--- config.mk ---
export PLATFORM = sky130hd
export DESIGN_NAME = dcache_ctrl
export DESIGN_NICKNAME = d
export VERILOG_FILES = /design/src/rtl/dcache_ctrl.sv
export SDC_FILE = /design/constraint.sdc
export NUM_CORES = 1
export LEC_CHECK = 0
export ABC_AREA = 1
export CORE_AREA = 8 8 181 183
export CTS_CLUSTER_SIZE = 24
export DETAILED_ROUTE_END_ITERATION = 8
export DIE_AREA = 0 0 189 191
export PLACE_DENSITY = 0.73
export SLEW_MARGIN = 20
export SYNTH_ARGS = -nofsm -noshare
export SYNTH_HDL_FRONTEND = slang
export SYNTH_SLANG_ARGS = --single-unit
export TNS_END_PERCENT = 5
--- constraint.sdc ---
create_clock -name CLK -period 2.85 [get_ports CLK]
set_input_delay 0.57 -clock CLK [delete_from_list [all_inputs] [get_ports CLK]]
set_output_delay 0.57 -clock CLK [all_outputs]
set_load 0.03 [all_outputs]
--- src/rtl/dcache_ctrl.sv ---
// Direct-mapped write-back/write-allocate byte cache with a block-level miss FSM.
// Define DCACHE_STATS_EN to add saturating hit_count/miss_count outputs.
module dcache_ctrl #(
    parameter int INDEX_BITS = 3
) (
    input  logic        CLK,
    input  logic        RESET,
    input  logic        READ,
    input  logic        WRITE,
    input  logic [7:0]  ADDRESS,
    input  logic [7:0]  WRITEDATA,
    output logic [7:0]  READDATA,
    output logic        BUSYWAIT,
    output logic        mem_read,
    output logic        mem_write,
    output logic [5:0]  mem_address,
    output logic [31:0] mem_writedata,
    input  logic [31:0] mem_readdata,
`ifdef DCACHE_STATS_EN
    output logic [15:0] hit_count,
    output logic [15:0] miss_count,
`endif
    input  logic        mem_busywait
);

    localparam int NUM_BLOCKS = 1 << INDEX_BITS;
    localparam int TAG_BITS   = 6 - INDEX_BITS;

    typedef enum logic [1:0] {
        IDLE,
        WRITE_BACK,
        MEM_READ,
        UPDATE
    } state_t;

    state_t state, state_next;

    logic [NUM_BLOCKS-1:0] valid_bits;
    logic [NUM_BLOCKS-1:0] dirty_bits;
    logic [TAG_BITS-1:0]   tag_array  [NUM_BLOCKS];
    logic [31:0]           data_array [NUM_BLOCKS];

    logic [TAG_BITS-1:0]   addr_tag;
    logic [INDEX_BITS-1:0] addr_index;
    logic [1:0]            addr_offset;
    logic [31:0]           sel_block;
    logic                  request;
    logic                  hit;
    logic                  write_hit;

    assign addr_tag    = ADDRESS[7:8-TAG_BITS];
    assign addr_index  = ADDRESS[2 +: INDEX_BITS];
    assign addr_offset = ADDRESS[1:0];
    assign sel_block   = data_array[addr_index];
    assign request     = READ | WRITE;
    assign hit         = valid_bits[addr_index] && (tag_array[addr_index] == addr_tag);
    assign write_hit   = (state == IDLE) && WRITE && hit;

    // Invalid lines read as zero so stale data never leaks out after reset
    assign READDATA = hit ? sel_block[{addr_offset, 3'b000} +: 8] : 8'h00;

    always_ff @(posedge CLK or posedge RESET) begin
        if (RESET) begin
            state <= IDLE;
        end else begin
            state <= state_next;
        end
    end

    always_comb begin
        state_next    = state;
        BUSYWAIT      = 1'b0;
        mem_read      = 1'b0;
        mem_write     = 1'b0;
        mem_address   = ADDRESS[7:2];
        mem_writedata = sel_block;
        case (state)
            IDLE: begin
                if (request && !hit) begin
                    BUSYWAIT   = 1'b1;
                    state_next = (valid_bits[addr_index] && dirty_bits[addr_index])
                                 ? WRITE_BACK : MEM_READ;
                end
            end
            WRITE_BACK: begin
                BUSYWAIT    = 1'b1;
                mem_write   = 1'b1;
                mem_address = {tag_array[addr_index], addr_index};
                if (!mem_busywait) state_next = MEM_READ;
            end
            MEM_READ: begin
                BUSYWAIT = 1'b1;
                mem_read = 1'b1;
                if (!mem_busywait) state_next = UPDATE;
            end
            UPDATE: begin
                BUSYWAIT   = 1'b1;
                state_next = IDLE;
            end
            default: state_next = IDLE;
        endcase
    end

    always_ff @(posedge CLK or posedge RESET) begin
        if (RESET) begin
            valid_bits <= '0;
            dirty_bits <= '0;
        end else if (state == UPDATE) begin
            valid_bits[addr_index] <= 1'b1;
            dirty_bits[addr_index] <= 1'b0;
        end else if (write_hit) begin
            dirty_bits[addr_index] <= 1'b1;
        end
    end

    // Tag/data arrays need no reset: reset holds state in IDLE with valid clear
    always_ff @(posedge CLK) begin
        if (state == UPDATE) begin
            data_array[addr_index] <= mem_readdata;
            tag_array[addr_index]  <= addr_tag;
        end else if (write_hit) begin
            data_array[addr_index][{addr_offset, 3'b000} +: 8] <= WRITEDATA;
        end
    end

`ifdef DCACHE_STATS_EN
    logic after_miss;

    // Hits that merely finish a refilled miss are not counted as hits
    always_ff @(posedge CLK or posedge RESET) begin
        if (RESET) begin
            hit_count  <= '0;
            miss_count <= '0;
            after_miss <= 1'b0;
        end else begin
            if (state == UPDATE) after_miss <= 1'b1;
            if ((state == IDLE) && request && hit) begin
                after_miss <= 1'b0;
                if (!after_miss && (hit_count != 16'hFFFF)) hit_count <= hit_count + 16'd1;
            end
            if ((state == IDLE) && request && !hit && (miss_count != 16'hFFFF)) begin
                miss_count <= miss_count + 16'd1;
            end
        end
    end
`endif

endmodule

==> Yosys cells after proc, flatten, opt, wreduce, memory -nomap -nowiden <==
Memory sizes are Yosys's and may differ from the RTL's.
Cells that the tools add are included.
{ "classes": {"addsub": 1, "order_cmp": 2, "eq_ne": 7, "shifts": 3, "n_mux": 56, "bitwise_logic": 37, "reduce_logical": 11} }
{ "op_table": {"columns": ["op", "n"], "rows": [
  ["$mux W1", 42],
  ["$or A1 B1 Y1", 33],
  ["$mux W32", 1],
  ["$shift A8 B7 Y32 const A", 1],
  ["$shiftx A32 B6 Y8", 1],
  ["$shiftx A8 B7 Y32", 1],
  ["$mux W8", 3],
  ["$or A8 B8 Y8", 2],
  ["$and A8 B8 Y8", 1],
  ["$mux W2", 4],
  ["$not A8 Y8", 1],
  ["$pmux W2 S4", 1],
  ["$neg A5 Y7", 1],
  ["$bmux W1 S3", 2],
  ["$logic_and A1 B1 Y1", 6],
  ["$mux W6", 1],
  ["$eq A2 B2 Y1 const B", 2],
  ["$lt A3 B4 Y1 const B", 1],
  ["$ne A2 B2 Y1 const B", 2],
  ["$demux W1 S3", 1],
  ["$eq A3 B3 Y1", 1],
  ["$ge A3 B1 Y1 const B", 1],
  ["$reduce_and A3 Y1", 1],
  ["$reduce_or A3 Y1", 1],
  ["6 further kinds", 6]
]} }
{ "word_totals": {"regBits": 18, "ram_bits": 280, "in_bits": 53, "wordCells": 122, "memories": 2} }
{ "mem_list": {"columns": ["memory", "depth", "width", "read_ports", "rd_clocked_by_memory_dff", "wr", "line_no", "source"], "rows": [
  ["data_array", 8, 32, 1, 0, 1, "41", "logic [31:0] data_array [NUM_BLOCKS];"],
  ["tag_array", 8, 3, 1, 0, 1, "40", "logic [TAG_BITS-1:0] tag_array [NUM_BLOCKS];"]
]} }

==> Logic depth before layout (Yosys ltp) <==
Gate-level depths: netlist of the first run.
{ "logic_depth": {"depth_word": 8, "mapped_depth": 15, "depth_no_buf": 14} }

==> Worst setup path after synthesis of the first run <==
No wires, ideal clock.
{ "synth_path": {"kind": "input port to output port", "start": "in ADDRESS[3]", "end": "out READDATA[7]", "arrival_time_ns": 2.428, "path_slack_ns": -0.148, "path_stages": 9, "n_path_buf": 2, "path_cell_list": "buf_2 -> nor2_2 -> nand2_1 -> clkinv_1 -> clkbuf_1 -> nand2_1 -> nand4_1 -> o211ai_1 -> a21oi_1"} }
{ "synth_between": {"word_cells_on_any_way": 8} }
{ "synth_rtl": {"columns": ["item", "line_no", "source"], "rows": [
  ["start, declared", "10", "input logic [7:0] ADDRESS,"],
  ["$mem_v2 Z8 W32", null, null],
  ["net mem_writedata[15]", "17", "output logic [31:0] mem_writedata,"],
  ["$shiftx A32 B6 Y8", "60", "assign READDATA = hit ? sel_block[{addr_offset, 3'b000} +: 8] : 8'h00;"],
  ["$mux W8", "60", null],
  ["end, declared", "12", "output logic [7:0] READDATA,"]
]} }
The timed path passes the listed nets, and every way through them passes these cells. The select of a mux whose other input is x is not followed.

==> Worst setup path in the final report of the first run <==
{ "layout_path": {"start": "in ADDRESS[2]", "end": "out READDATA[4]"} }
{ "layout_between": {"elab_chain_len": 4, "word_cells_on_any_way": 8} }
{ "layout_lines": {"columns": ["item", "line_no"], "rows": [
  ["branches (longest 3 deep; another with $mem_v2 Z8 W32)", null],
  ["$mux W8 (*)", "60"]
]} }
Mark *: on every way between the ends. The select of a mux whose other input is x is not followed.

==> results of run 1 <==
## worst max-delay path, delay by kind of cell
kind	cells	cell delay (ns)
buffers and inverters	7	0.91
AND/OR/NAND/NOR	5	0.65
AO/OA/AOI/OAI	2	0.35
## cell families (layout without fill, tap and decap cells)
kind of cell,Yosys count,count (layout)
and+or+nand+nor,651,651
AOI/OAI and AO/OA,127,127
buffers and inverters,203,543
DFF,298,298
adders and majority gates,10,10
## path summary, 6_finish.rpt
path | to | slack (ns) | depth (start not counted) | from
max reg2reg | data_array[3][29]$_DFFE_PP_ | 0.31 | 16 | tag_array[3][0]$_DFFE_PP_
max | READDATA[4] | -0.21 | 14 | ADDRESS[2]
min in group CLK | valid_bits[2]$_DFFE_PP0N_ | 0.47 | 1 | valid_bits[2]$_DFFE_PP0N_
min reg2reg | valid_bits[2]$_DFFE_PP0N_ | 0.47 | 1 | valid_bits[2]$_DFFE_PP0N_
max in group asynchronous | async pin | 1.90 | 2 | RESET
min | valid_bits[2]$_DFFE_PP0N_ | 0.45 | 2 | RESET
## metrics by stage
step / setup WS [ns] / hold WS, ns
after floorplan: -0.01165 / 0.4394
after global placement: -0.7858 / 0.4514
after detailed placement: -0.8260 / 0.4562
after CTS: -0.1628 / 0.4728
after global routing: -0.2765 / 0.4790
final: -0.2076 / 0.4531
## registers in the layout (all words and copies together), names as in the netlist, named ones only
register    count
valid_bits      8
data_array    256
state           2
tag_array      24
## power by group
group	internal, W	switching, W	total (W)
Clock	0.00251	0.00164	0.00414
Combinational	0.000817	0.00113	0.00195
Sequential	0.00500	0.0000775	0.00508
## layout by cell type (no fill, tap or decap), types with 12 or more instances in the layout
| cell type | n |
|---|---|
| nand3_1 | 87 |
| dfrtp_1 | 18 |
| inv_1 | 138 |
| o21ai_0 | 31 |
| a211oi_1 | 19 |
| a211oi_2 | 12 |
| clkbuf_16 | 31 |
| nor3_1 | 20 |
| a21oi_1 | 31 |
| clkdlybuf4s50_1 | 52 |
| edfxtp_1 | 280 |
| nor2_1 | 70 |
| buf_12 | 61 |
| nand2_1 | 436 |
| buf_4 | 218 |
## metal layers
layer | vias up | part of all wire | global-route usage
met1 | 5152 | 0.37 | 0.2707
met5 | - | 0 | 0
li1 | 4949 | - | -
met3 | 133 | 0.11 | 0.04943
met4 | 0 | 0.050 | 0.1058
met2 | 643 | 0.47 | 0.3684
## layout make-up
type                    instances  area share
clock inverters                16     0.01013
clock buffers                  42     0.04830
well taps                     396     0.02729
inverters                     150     0.03121
repair buffers                335      0.1882
multi-input cells             788      0.2071
flip-flops and latches        298      0.4878
## timing repair
action	CTS	global route
setup buffers	5	0
gates resized for setup	39	19
pin swaps	10	3
endpoints found under the setup margin	427	19
==> reports/qor.txt, run 1 <==
failing checks: negative setup slack
PD cells: 615.1 nW/µm²
synth warn: 0
largest cells by area after synthesis: edfxtp_1 (64%), nand2_1 (12%), inv_1 (3.9%)
Post-synth EDFFs: 280
multiplexer share of the synthesized area: 0
cell area after synthesis: 13230 µm²
max_slew headroom: 0.4251
Slew Viols, Final: 0
fill count: 2266
wire per inst: 20.08 µm
IO Port Bufs: 101
ys async rst share: 0.06040
FMAX: 327.1 MHz
first-pass GRT wire length: 61640 µm
CP dominant cell by count: buf_12
Worst Hold Class: primary input to async pin
area of the multi-input gates: 3760 µm²
Synth Instances: 1289
Area Growth Syn to Fin: 37.25%
via count: 10877
Starting Density: 0.4406
share of layout cells above drive strength 1: 0.2394
Die H: 191 µm
largest family of logic cells by synthesized area: simple AND/OR/NAND/NOR gates
Placed Cells: 1962
Clock Skews: 0.02348 ns
final instance area: 18160 µm²
clk buf depth: 3
CTS tree: done
crit-path max cell delay: 0.28 ns
RSZ-0062 raised after global routing: yes
Tot Pwr: 0.01117 W
static leakage: 7.873 nW
CTS buffer count: 31
crit path kind: primary input to output port
prevailing post-synth register cell: edfxtp_1
Vias/cell: 5.371
worst slew pin tran: 0.8614 ns
Routed WL: 40660 µm
Post-synth top cells: nand2_1 (440), edfxtp_1 (280), inv_1 (139), nand3_1 (92), nor2_1 (76)
Worst-Skew Late Latency: 0.57 ns
post-synth top area share: 0.6355
io pins: 102
initial DRC count: 1165
root buf cell: clkbuf_16
MaxCap Viol Count: 0
clock-pin slew on the worst setup and hold paths: 0.06 ns
Critical Path End Type: output port
Pre-Repair DR Iteration Count: 6
final worst slack: -0.2076 ns
Synth cell types: 32
Final #Nets: 1667
final-report setup violation count: 8
Final TNS setup: -1.117 ns
largest fanout on the critical path: 22
largest net degree at the start of global routing: 25
Synthesized Nets: 1352
xor/xnor cell area share of the yosys netlist: 0
GRT Total Usage: 0.2211
sequential area share after synthesis: 0.6696
gpl congestion: 0.9155
clk sinks: 298
count leader, synth: nand2_1
row cnt: 64
adder-cell area share of the yosys netlist: 0.009457
H-Tree Level Count: 1
Hold Buf Count CTS: 0
CP Cell Sequence: buf_2 > buf_12 > nand2_1 > inv_1 > buf_12 > buf_12 > nand2_1 > nand2_1 > a211oi_1 > nand3_1 > nand3_1 > a21oi_4 > buf_6 > buf_12
initial antenna violation count: 0
min Tclk post-route: 3.058 ns
gr ovfl total: 0
startpoint types: primary input
die area: 36100 µm²
vias in the first global route: 10813
Worst path slowest cell: a211oi_1
Synth Register Bits: 298
Synth Area in Simple Gates: 0.2005
Storage cell area: 8859 µm²
Final period util: 1.073
Final Non-Filler Cells: 2025
Worst EP required: 2.28 ns
Synth Area in Compound Gates: 0.05949
Die Wd: 189 µm
worst ir drop on vdd: 449.3 µV
CORE AREA: 30030 µm²
antenna cells: 0
final core occ: 0.6047
dpl cell area: 16850 µm²
Post-Syn Area per Cell: 10.26 µm²
post-synth top area cell: edfxtp_1
Final Hold Fails: 0
Arrival @ worst endpoint: 2.49 ns
# DRC: 0
ANT nets after route: 0
post-DP HPWL: 29840 µm
status: complete, but fails checks
Power figures use the tool's default switching activity.
==> inputs of run 2 (changes only) <==
- CORE_AREA: 8 8 181 183 -> 3 3 176 178
- DIE_AREA: 0 0 189 191 -> 0 0 179 181
- GPL_TIMING_DRIVEN: not set -> 0
- PLACE_DENSITY: 0.73 -> not set
- PLACE_DENSITY_LB_ADDON: not set -> 0.15
==> reports/qor.txt, run 2 (same netlist as run 1, synthesis figures left out) <==
status: complete, but fails checks
failing checks: negative setup slack
die area: 32400 µm² (-10%)
min Tclk post-route: 3.071 ns (+0.01303 ns)
routed wl met3: 4001 µm (-7.9%)
final worst slack: -0.2206 ns (-0.01303 ns)
metal1 wirelength: 16860 µm (+12%)
first-pass GRT wire length: 60750 µm (-1.4%)
crit-path max cell delay: 0.36 ns (+0.08 ns)
worst reg-to-reg path cell count: 12 (-4)
initial antenna violation count: 0 (unchanged)
CORE AREA: 29560 µm² (-1.6%)
PD cells: 634.5 nW/µm² (+3.2%)
GRT Total Usage: 0.2609 (+0.03981)
final-report setup violation count: 8 (unchanged)
FMAX: 325.7 MHz (-0.42%)
Pre-Repair DR Iteration Count: 6 (unchanged)
commonest cells after routing, fill and taps aside: nand2_1 (417), edfxtp_1 (280), inv_1 (123)
Die Wd: 179 µm (-5.3%)
Critical Path End Type: output port
most common cell after layout, fill and taps aside: nand2_1
# DRC: 0 (unchanged)
Worst EP required: 2.28 ns (about the same)
Worst path slowest cell: edfxtp_1
initial DRC count: 1152 (-1.1%)
worst ir drop on vdd: 455.3 µV (+1.3%)
worst slew pin tran: 0.8354 ns (-0.02603 ns)
CP dominant cell by count: nand2_1
Largest Register: data_array
Worst Hold Class: primary input to async pin
post-DP HPWL: 28840 µm (-3.3%)
Final period util: 1.077 (+0.004571)
share of layout cells above drive strength 1: 0.1806 (-0.05884)
Tot Pwr: 0.01066 W (-4.5%)
ANT nets after route: 0 (unchanged)
RSZ-0062 raised after global routing: yes
Final Hold Fails: 0 (unchanged)
IO Port Bufs: 101 (unchanged)
Largest register FFs: 256 (unchanged)
startpoint types: flip-flop
Detail Route met2 WL: 19580 µm (+2.3%)
antenna cells: 0 (unchanged)
CTS buffer count: 31 (unchanged)
Final TNS setup: -1.555 ns (-0.4381 ns)
largest fanout on the critical path: 7 (-68%)
clk sinks: 298 (unchanged)
wire per inst: 22.91 µm (+14%)
max layer used: met4
Hold Buf Count CTS: 0 (unchanged)
H-Tree Level Count: 1 (unchanged)
MaxCap Viol Count: 0 (unchanged)
Area Growth Syn to Fin: 27.01%
static leakage: 6.896 nW (-12%)
io pins: 102 (unchanged)
biggest registers after layout: data_array: 256 flops, tag_array: 24 flops, valid_bits: 8 flops
fill count: 2472 (+9.1%)
CP Buf/Inv Count: 4 (-3)
clk buf depth: 3 (unchanged)
root buf cell: clkbuf_16
WP depth: 13 (-1)
Clock Skews: 0.01344 ns (-0.01004 ns)
Die H: 181 µm (-5.2%)
crit path kind: flip-flop to output port
largest net degree at the start of global routing: 19 (-24%)
Starting Density: 0.4476 (+0.006993)
CTS tree: done
max_slew headroom: 0.4431 (+0.01799)
clock-pin slew on the worst setup and hold paths: 0.06 ns (about the same)
FF-to-FF setup slack: 0.10 ns (-0.21 ns)
Slew Viols, Final: 0 (unchanged)
Worst-Skew Late Latency: 0.56 ns (about the same)
Routed WL: 42430 µm (+4.3%)
Final #Nets: 1503 (-9.8%)
vias in the first global route: 9487 (-12%)
Arrival @ worst endpoint: 2.50 ns (about the same)
via count: 9989 (-8.2%)
row cnt: 63 (-1.6%)
gr ovfl total: 0 (unchanged)
gpl congestion: 0.9741 (+6.4%)
Worst path top cell family by delay: simple AND/OR/NAND/NOR gates
Vias/cell: 5.394 (+0.41%)
CP Cell Sequence: inv_1 > nand2_1 > nand3_4 > nand2_4 > nor2_4 > nand2_1 > nand2_1 > nand2_2 > nor2_4 > clkinvlp_4 > buf_12 > a21oi_4 > buf_6
==> run 2: cell types whose count changed in the layout (fill, tap and decap cells not counted), sizes merged, moves of 8 or more <==
cell,change
clkdlybuf4s15,+11
buf,-225
dlymetal6s2s,+9
dlygate4sd2,+8
clkinvlp,+12
clkbuf,+35
inv,-13
==> run 2: through the flow <==
stage	hold slack, ns	setup WS [ns]	instance area [µm²]	std cells	utilization
floorplan	0.4394	-0.01165	13240	1289	-
global placement	0.4534	-2.370	14740	1780	0.4985
detailed placement	0.4544	-2.374	14740	1780	0.4985
CTS	0.4683	-0.1855	16620	1849	0.5623
global route	0.4767	-0.2715	16800	1852	0.5685
finish	0.4673	-0.2206	16800	1852	0.5685
==> run 2: cell type report <==
cell class / instances / area (µm²) / share of cell area
flip-flops and latches: 298 / 8859 / 0.5272
multi-input cells: 788 / 4096 / 0.2438
repair buffers: 118 / 1184 / 0.07044
clock buffers: 43 / 880.8 / 0.05242
inverters: 150 / 673.1 / 0.04006
plain buffers: 53 / 516.7 / 0.03075
well taps: 390 / 488.0 / 0.02904
clock inverters: 12 / 106.4 / 0.006329
==> run 2: final timing paths <==
check                                     startpoint                    endpoint
max                        tag_array[4][1]$_DFFE_PP_                 READDATA[2]
min                                            RESET        state[1]$_DFFE_PP0P_
max reg2reg                tag_array[4][1]$_DFFE_PP_  data_array[1][3]$_DFFE_PP_
min reg2reg                valid_bits[7]$_DFFE_PP0N_   valid_bits[7]$_DFFE_PP0N_
max in group asynchronous                      RESET   valid_bits[2]$_DFFE_PP0N_
min in group CLK           valid_bits[7]$_DFFE_PP0N_   valid_bits[7]$_DFFE_PP0N_
==> run 2: where the power goes <==
part	switching (W)	internal [W]	total (W)
clock	0.00161	0.00231	0.00392
sequential	0.0000719	0.00500	0.00507
combinational	0.00112	0.000551	0.00167
==> run 2: worst reg2reg max path, delay by kind of cell, from the launching register on <==
family | cells | cell delay [ns]
DFF | 1 | 0.36
AOI/OAI and AO/OA | 2 | 0.51
buffers and inverters | 3 | 0.57
and+or+nand+nor | 7 | 0.97
==> run 2: repair_timing <==
action                     in CTS  in global routing
cloned                          1                  0
setup endpoints to repair     557                411
resized for setup             338                 81
setup buffers                  13                  3
pin swaps                      15                 17
==> run 2: metal layers <==
layer  vias to the layer above  GRT usage
met5                         -          0
met4                         0     0.1075
met1                      4742     0.3575
met3                       108    0.04245
met2                       509     0.4147
li1                       4630          -
==> inputs of run 3 (changes only) <==
- CORE_AREA: 3 3 176 178 -> 3 3 156 158
- DIE_AREA: 0 0 179 181 -> 0 0 159 161
==> reports/qor.txt, run 3 (same netlist as run 1, synthesis figures left out) <==
most common cell after layout, fill and taps aside: nand2_1
clk buf depth: 3 (unchanged)
Pre-Repair DR Iteration Count: 8 (+2)
antenna cells: 0 (unchanged)
gpl congestion: 0.9656 (-0.87%)
Reg-to-Reg End: data_array[7][4]$_DFFE_PP_
vias in the first global route: 10208 (+7.6%)
FF-to-FF setup slack: 0.06 ns (-0.04 ns)
CORE AREA: 23260 µm² (-21%)
final worst slack: -0.2005 ns (+0.02014 ns)
Largest register FFs: 256 (unchanged)
status: complete, but fails checks
worst slew pin tran: 0.7235 ns (-0.1118 ns)
Vias/cell: 5.939 (+10%)
clock-pin slew on the worst setup and hold paths: 0.06 ns (about the same)
reg2reg start: tag_array[0][1]$_DFFE_PP_
failing checks: negative setup slack
RSZ-0062 raised after global routing: yes
Worst Hold Class: primary input to async pin
root buf cell: clkbuf_16
Worst-Skew Late Latency: 0.56 ns (about the same)
Slew Viols, Final: 0 (unchanged)
gr ovfl total: 0 (unchanged)
biggest registers after layout: data_array: 256 flops, tag_array: 24 flops, valid_bits: 8 flops
initial antenna violation count: 0 (unchanged)
IO Port Bufs: 101 (unchanged)
post-DP HPWL: 27650 µm (-4.1%)
Final #Nets: 1528 (+1.7%)
fill count: 1629 (-34%)
ANT nets after route: 0 (unchanged)
Final Hold Fails: 0 (unchanged)
io pins: 102 (unchanged)
Final TNS setup: -1.492 ns (+0.06309 ns)
CP dominant cell by count: nand2_1
via count: 10738 (+7.5%)
worst reg-to-reg path cell count: 12 (unchanged)
startpoint types: flip-flop
Largest Register: data_array
Final period util: 1.070 (-0.007066)
Die Wd: 159 µm (-11%)
min Tclk post-route: 3.050 ns (-0.02014 ns)
final-report setup violation count: 9 (+1)
first-pass GRT wire length: 63240 µm (+4.1%)
Worst EP required: 2.28 ns (about the same)
Critical Path End Type: output port
worst ir drop on vdd: 624.9 µV (+37%)
PD cells: 632.7 nW/µm² (-0.30%)
largest fanout on the critical path: 8 (+1)
FMAX: 327.8 MHz (+0.66%)
largest net degree at the start of global routing: 19 (unchanged)
die area: 25600 µm² (-21%)
CTS buffer count: 30 (-3.2%)
max_slew headroom: 0.5176 (+0.07456)
Hold Slack: 0.4387 ns (-0.02860 ns)
MaxCap Viol Count: 0 (unchanged)
CTS tree: done
GRT Total Usage: 0.3344 (+0.07351)
CP Buf/Inv Count: 3 (-1)
Die H: 161 µm (-11%)
share of layout cells above drive strength 1: 0.1786 (-0.001931)
Arrival @ worst endpoint: 2.48 ns (-0.02 ns)
Worst path top cell family by delay: simple AND/OR/NAND/NOR gates
# DRC: 0 (unchanged)
Clock Skews: 0.01098 ns (-0.002462 ns)
row cnt: 56 (-11%)
crit path kind: flip-flop to output port
Starting Density: 0.5687 (+0.1212)
Worst path slowest cell: edfxtp_1
static leakage: 7.037 nW (+2.0%)
area of the multi-input gates: 4038 µm² (-1.4%)
crit-path max cell delay: 0.41 ns (+0.05 ns)
Routed WL: 43430 µm (+2.4%)
wire per inst: 24.02 µm (+4.9%)
initial DRC count: 1590 (+38%)
H-Tree Level Count: 1 (unchanged)
clk sinks: 298 (unchanged)
commonest cells after routing, fill and taps aside: nand2_1 (413), edfxtp_1 (280), inv_1 (129)
Hold Buf Count CTS: 0 (unchanged)
Storage cell area: 8859 µm² (unchanged)
CP Cell Sequence: inv_1 > nand2_1 > nand3_1 > nand2_2 > nor2_4 > nand2_1 > nand2_1 > nand2_1 > nor2_4 > clkinv_4 > a21oi_4 > buf_6
Area Growth Syn to Fin: 27.67%
==> run 3: cell types whose count changed in the layout (fill, tap and decap cells not counted), moves of 7 or more <==
cell and delta:
clkdlybuf4s15_2 -9, dlymetal6s2s_1 -9, dlygate4sd2_1 +19, buf_4 +21, a211oi_1 +7, clkinvlp_4 -7, buf_12 +8
==> run 3: worst register-to-register path: cells and delay by family (launching register included) <==
kind | cells | cell delay [ns]
AOI/OAI and AO/OA | 2 | 0.55
and+or+nand+nor | 7 | 0.87
DFF | 1 | 0.41
buffers and inverters | 3 | 0.59
==> run 3: metal layers <==
layer  up-vias  GRT usage  wire length, µm
li1       4674          -                -
met2       788     0.5400            19720
met4         0     0.1882             3372
met3       207    0.06514             5314
met1      5069     0.4299            15030
met5         -          0                0
==> run 3: report_power, final <==
part	internal, W	switching [W]
registers	0.00500	0.0000786
logic	0.000569	0.00115
clock network	0.00227	0.00161
==> run 3: how the worst max path moves through the flow <==
| stage | to | cells past startpoint | startpoint | slack, ns |
|---|---|---|---|---|
| finish | READDATA[3] | 12 | tag_array[0][1]$_DFFE_PP_ | -0.20 |
| global placement | READDATA[1] | 11 | ADDRESS[4] | -2.26 |
| floorplan | READDATA[7] | 9 | ADDRESS[3] | -0.01 |
| detailed placement | READDATA[1] | 11 | ADDRESS[4] | -2.28 |
| CTS | READDATA[1] | 12 | tag_array[1][0]$_DFFE_PP_ | -0.01 |
| global route | READDATA[2] | 12 | tag_array[0][1]$_DFFE_PP_ | -0.22 |
==> run 3: cell type report <==
| type | count | area share |
|---|---|---|
| sequential | 298 | 0.5244 |
| multi-input combinational | 788 | 0.2390 |
| timing repair buffer | 144 | 0.08207 |
| clock buffer | 44 | 0.05119 |
| inverter | 150 | 0.03911 |
| buffer | 53 | 0.03400 |
| tap | 319 | 0.02363 |
| clock inverter | 12 | 0.006519 |
==> run 3: what timing repair did <==
| item | CTS | global route |
|---|---|---|
| endpoints found under the setup margin | 557 | 494 |
| resized for setup | 335 | 58 |
| buffers inserted | 36 | 6 |
| cloned | 2 | 0 |
| pin swaps | 24 | 14 |
==> run 3: through the flow <==
step / power [W] / instances / instance area (µm²) / worst slack [ns] / utilization
after floorplan: 0.006035 / 1289 / 13240 / -0.01165 / -
after global placement: 0.006616 / 1709 / 14650 / -2.261 / 0.6297
after detailed placement: 0.006649 / 1709 / 14650 / -2.277 / 0.6297
after CTS: 0.01058 / 1802 / 16780 / -0.01238 / 0.7212
after global routing: 0.01099 / 1808 / 16890 / -0.2163 / 0.7261
final: 0.01069 / 1808 / 16890 / -0.2005 / 0.7261
